`config.mk`:
```
export PLATFORM = sky130hd
export DESIGN_NAME = main_fsm
export DESIGN_NICKNAME = d
export VERILOG_FILES = /design/src/rtl/main_fsm.sv
export SDC_FILE = /design/constraint.sdc
export NUM_CORES = 1
export LEC_CHECK = 0
export BUFFER_PORTS_ARGS = -buffer_cell sky130_fd_sc_hd__buf_2
export CAP_MARGIN = 20
export CORE_MARGIN = 2
export CORE_UTILIZATION = 40
export CTS_BUF_LIST = sky130_fd_sc_hd__clkbuf_16
export DETAILED_ROUTE_END_ITERATION = 6
export GPL_TIMING_DRIVEN = 0
export PLACE_DENSITY = 0.76
export SETUP_SLACK_MARGIN = 0.3
export SYNTH_ARGS = -nofsm -noshare
export SYNTH_HDL_FRONTEND = slang
export SYNTH_SLANG_ARGS = --single-unit
```
`constraint.sdc`:
```
create_clock -name clk -period 1.3 [get_ports clk]
set_input_delay 0.13 -clock clk [delete_from_list [all_inputs] [get_ports clk]]
set_output_delay 0.13 -clock clk [all_outputs]
set_load 0.01 [all_outputs]
```
`src/rtl/main_fsm.sv`:
```
// main_fsm: Moore control FSM sequencing multicycle ARM instructions (fetch..writeback).
// Latency: one state per clk; outputs decode the registered state only.
// Backpressure: none; advances every cycle, Op/Funct consulted only in DECODE and MEMADR.
module main_fsm #(
  parameter int STATE_W = 4
) (
  input  logic               clk,
  input  logic               reset,
  input  logic [1:0]         Op,
  input  logic [5:0]         Funct,
  output logic               IRWrite,
  output logic               AdrSrc,
  output logic [1:0]         ALUSrcA,
  output logic [1:0]         ALUSrcB,
  output logic [1:0]         ResultSrc,
  output logic               NextPC,
  output logic               RegW,
  output logic               MemW,
  output logic               Branch,
  output logic               ALUOp,
  output logic [STATE_W-1:0] State
);

  typedef enum logic [STATE_W-1:0] {
    FETCH    = 0,
    DECODE   = 1,
    MEMADR   = 2,
    MEMRD    = 3,
    MEMWB    = 4,
    MEMWR    = 5,
    EXECUTER = 6,
    EXECUTEI = 7,
    ALUWB    = 8,
    BRANCH   = 9,
    UNKNOWN  = 10
  } state_t;

  typedef struct packed {
    logic       next_pc;
    logic       branch;
    logic       mem_w;
    logic       reg_w;
    logic       ir_write;
    logic       adr_src;
    logic [1:0] result_src;
    logic [1:0] alu_src_a;
    logic [1:0] alu_src_b;
    logic       alu_op;
  } ctrl_t;

  state_t state_q;
  state_t state_d;
  ctrl_t  ctrl;

  // Only the I and L/S bits of Funct steer sequencing; the rest belong to the ALU decoder.
  logic unused_funct;
  assign unused_funct = ^Funct[4:1];

  always_ff @(posedge clk) begin
    if (!reset) state_q <= FETCH;
    else        state_q <= state_d;
  end

  always_comb begin
    state_d = FETCH;
    case (state_q)
      FETCH:    state_d = DECODE;
      DECODE: begin
        case (Op)
          2'b00:   state_d = Funct[5] ? EXECUTEI : EXECUTER;
          2'b01:   state_d = MEMADR;
          2'b10:   state_d = BRANCH;
          default: state_d = UNKNOWN;
        endcase
      end
      MEMADR:   state_d = Funct[0] ? MEMRD : MEMWR;
      MEMRD:    state_d = MEMWB;
      EXECUTER: state_d = ALUWB;
      EXECUTEI: state_d = ALUWB;
      default:  state_d = FETCH;
    endcase
  end

  // Bit order: next_pc, branch, mem_w, reg_w, ir_write, adr_src, result_src, alu_src_a, alu_src_b, alu_op
  always_comb begin
    ctrl = '0;
    case (state_q)
      FETCH:    ctrl = ctrl_t'(13'b1_0_0_0_1_0_10_01_10_0);
      DECODE:   ctrl = ctrl_t'(13'b0_0_0_0_0_0_10_01_10_0);
      EXECUTER: ctrl = ctrl_t'(13'b0_0_0_0_0_0_00_00_00_1);
      EXECUTEI: ctrl = ctrl_t'(13'b0_0_0_0_0_0_00_00_01_1);
      ALUWB:    ctrl = ctrl_t'(13'b0_0_0_1_0_0_00_00_00_0);
      MEMADR:   ctrl = ctrl_t'(13'b0_0_0_0_0_0_00_00_01_0);
      MEMWR:    ctrl = ctrl_t'(13'b0_0_1_0_0_1_00_00_00_0);
      MEMRD:    ctrl = ctrl_t'(13'b0_0_0_0_0_1_00_00_00_0);
      MEMWB:    ctrl = ctrl_t'(13'b0_0_0_1_0_0_01_00_00_0);
      BRANCH:   ctrl = ctrl_t'(13'b0_1_0_0_0_0_10_00_01_0);
      default:  ctrl = '0;
    endcase
  end

  assign NextPC    = ctrl.next_pc;
  assign Branch    = ctrl.branch;
  assign MemW      = ctrl.mem_w;
  assign RegW      = ctrl.reg_w;
  assign IRWrite   = ctrl.ir_write;
  assign AdrSrc    = ctrl.adr_src;
  assign ResultSrc = ctrl.result_src;
  assign ALUSrcA   = ctrl.alu_src_a;
  assign ALUSrcB   = ctrl.alu_src_b;
  assign ALUOp     = ctrl.alu_op;
  assign State     = state_q;

endmodule

```
; ---- Yosys cells after proc, flatten, opt, wreduce, memory -nomap -nowiden
; Memories as Yosys holds them, arrays and structs flattened. A register that Yosys moved wholly into a read port is not among the register bits.
; Cells that the tools add are included.
[word_totals]
out_inout_bits = 17
rom_bits = 192
latch_bits = 0
in_bits = 10
mem_bits_rw = 0
ff_bits = 4
n_memories = 1
[classes]
mul = 0
addsub = 0
reduce_logical = 3
n_div = 0
eq_ne = 7
magnitude_cmp = 0
n_bitwise = 0
shift = 0
muxes = 5
[mem_list]
columns = memory, depth, word_bits, read_ports, rd_ports_with_merged_regs, wr, line
row1 = (name not given), 16, 12, 1, 1, 0, 87  ; case (state_q)
[ops]
columns = operator, n
row1 = $pmux 4 s5, 1
row2 = $pmux 4 s3, 1
row3 = $eq 4x2->1 const B, 2
row4 = $eq 4x3->1 const B, 2
row5 = $eq 4x1->1 const B, 1
row6 = $logic_not 4->1, 1
row7 = $mux 4, 1
row8 = $mux 3, 1
row9 = $eq 2x1->1 const B, 1
row10 = $eq 2x2->1 const B, 1
row11 = $logic_not 2->1, 1
row12 = $reduce_or 2->1, 1
row13 = $mux 1, 1

; ---- Logic depth before layout (Yosys ltp)
[depth]
depth_word = 4
depth_mapped = 5

; ---- Worst setup path before layout
; OpenSTA, ideal clock, no wires.
[synth_path]
path_type = reg2reg
startpoint = register state_q[1], in the netlist State[1]
endpoint = register ctrl[9] (netlist name)
setup_slack_ns = 0.069
arrival_ns = 1.116
stages_incl_launch_ff = 5
period_less_slack_ns = 1.231
required_ns = 1.185
n_path_buf = 0
path_cell_list = dfxtp_1 and2_1 o31ai_4 o21ai_1 and3_1
[synth_between]
elab_chain_len = 4
[synth_rtl]
columns = item, line
row1 = start: declaration, 51  ; state_t state_q;
row2 = start signal: assignment, 61  ; else state_q <= state_d;
row3 = $eq 4x3->1, 66  ; case (state_q)
row4 = $reduce_or 2->1 (no line), --
row5 = $pmux 4 s5 (*), 66
row6 = $mux 4 (no line) (*), --
; Mark *: on every way between the ends. The rest lies on a longest branch, timed or not.
; A chain may end at the register's enable or synchronous reset.

; ---- Final worst setup path
[layout_path]
startpoint = register state_q[0], in the netlist State[0]
endpoint = register ctrl[9] (netlist name)
[layout_between]
elab_chain_len = 4
[layout_rtl]
columns = item, line
row1 = $eq 4x3->1, 66
row2 = $reduce_or 2->1 (no line), --
row3 = $pmux 4 s5 (*), 66
row4 = $mux 4 (no line) (*), --
; Marks and branches as above.

==> run metrics <==
run status complete, no violations; worst hold path class in2reg; first drt pass iteration count 2; pwr dens 1490 nW/um2; Synth Flop Type dfxtp_1; final WL 1.35 mm; worst ir drop on vdd 741 uV; fill count 87; Final Cycle Share 93.5%; Die Height 40.9 um; CTS tree built; CTS Hold Buffers Added 0; total gr overflow 0; area of the multi-input gates 313 um2; Worst setup EP type flop; CP peak stage delay 370 ps; Max Freq 0.822 GHz; DRT iter0 DRCs 3; MaxCap Viol Count 0; initial antenna violation count 0; Startpoint Class flop; first-pass GRT wire length 1.73 mm; Setup TNS 0 ps; # port buffers 21; clock skew 0.729 ps; fin. max-slew vios 0; Worst Path Max Fanout 7; most common cell in the netlist dfxtp_1; synth cell count leaders dfxtp_1 (14), nor2_1 (5), inv_1 (4), nand2_1 (4); vias in the first global route 408; H-tree depth 1; P_leak 0.455 nW; synthesized area 544 um2; post-synthesis cell type count 24; largest net degree at the start of global routing 9; Area Overhead vs Synth 73.6%; Routed Antenna Nets 0; Crit-path slowest cell dfxtp_4; Inserted Diodes 0; routed vias 515; CTS Buf Count 3; register area 293 um2; Post-synth EDFFs 0; fraction of registers with async set/reset 0%; pre-CTS setup slack 33.4 ps; Core Region 1280 um2; post-DR wirelength/cell 12.9 um; syn_area_per_cell 9.72 um2; syn_nets 66; Starting Density 42.4%; CTS root buffer clkbuf_16; count of final hold-check violations 0; top cell type's share of synthesized area 51.5%; crit-path cells nor3b_4, o31ai_4, o21ai_2, and3_1; Clock Tree Buf Depth 2; DRC 0; Vias per Instance 4.90; Worst Setup Path Type reg2reg; share of cells above drive strength 1 66.7%; IO Count 27; # clock sinks 14; Worst-path clk slew 40 ps; Final min period 1220 ps; WP data arrival 1350 ps; Syn. warnings 0; GRT Overall Usage 16.4%; RSZ-0062 raised after global routing yes; Die X 40.9 um; Yosys reg bits 14; layout net count 101; hpwl dp 728 um; Std-Cell Rows 13; RePlAce Congestion 0.794; Area contributors post-synth dfxtp_1 (51%), nor3b_2 (4.6%), buf_4 (4.1%); CP required 1430 ps; register area share after synthesis 51.5%; Mapped Cells 56; later-pin clock latency in the skew report 240 ps; die area 1670 um2; Yosys top cell by area dfxtp_1; Power Total 1.40 mW; PnR worst setup slack 84.1 ps; setup violators final 0
## report_power, final
part	total (mW)	internal, mW	leakage [nW]	switching [mW]
logic	0.335	0.176	0.295	0.159
clock network	0.566	0.405	0.0423	0.161
registers	0.504	0.473	0.117	0.0312
## area by class of cell
cell class | instances | share of cell area (%)
Buffer | 3 | 2.38
Clock buffer | 3 | 7.95
Clock inverter | 1 | 0.397
Inverter | 5 | 1.99
Multi-Input combinational cell | 34 | 33.1
Sequential cell | 14 | 31.0
Tap cell | 15 | 1.99
Timing Repair Buffer | 30 | 21.2
## state kept, by name (all words and copies together), names as in the netlist
name   count
State      4
ctrl      10
## through the flow
stage	area (um2)	instances	hold WS [ps]	util (%)
after floorplan	579	56	248	-
after global placement	703	92	386	54.7
after detailed placement	703	92	378	54.7
after CTS	865	103	135	67.3
after global routing	945	105	161	73.5
final	945	105	145	73.5
## worst max-delay path: cells and delay by family (launching register included)
kind | cells | cell delay [ps]
AOI/OAI and AO/OA | 2 | 380
and+or+nand+nor | 2 | 350
DFF | 1 | 370
## placed cells by master, fill, tap and decap left out, types with 2 or more instances in the layout
master      n
a21oi_2     2
buf_2      19
buf_4       8
buf_6       6
clkbuf_16   3
dfxtp_1    10
dfxtp_4     3
inv_1       3
inv_2       3
nand2_2     2
nor2_1      5
nor3_2      2
nor3b_4     2
## routing by layer
layer	share of wire, %	track usage [%]
met5	0	0
met4	0.67	10.0
met3	5.5	3.26
met2	55	27.7
met1	39	18.6
## path summary, 6_finish.rpt
path / cells past startpoint / endpoint / slack [ps] / startpoint
max: 4 / ctrl[9] / 80 / State[0]
min: 3 / ctrl[7] / 150 / reset
min reg2reg: 1 / ctrl[0] / 480 / State[2]
max reg2reg: 4 / ctrl[9] / 80 / State[0]
## cells by family (layout without fill, tap and decap cells)
group,Yosys count,count (layout),share of synthesized area [%]
other,1,1,0.689
flip-flops,14,14,51.5
AO/OA/AOI/OAI,9,9,13.1
buffers and inverters,8,42,7.58
AND/OR/NAND/NOR,24,24,27.1
## timing repair
action	in CTS	in global routing
setup buffers	7	2
pin swaps	4	7
endpoints found under the setup margin	10	14
gates resized for setup	9	16
gates cloned	0	0
(Power assumes the default switching activity.)
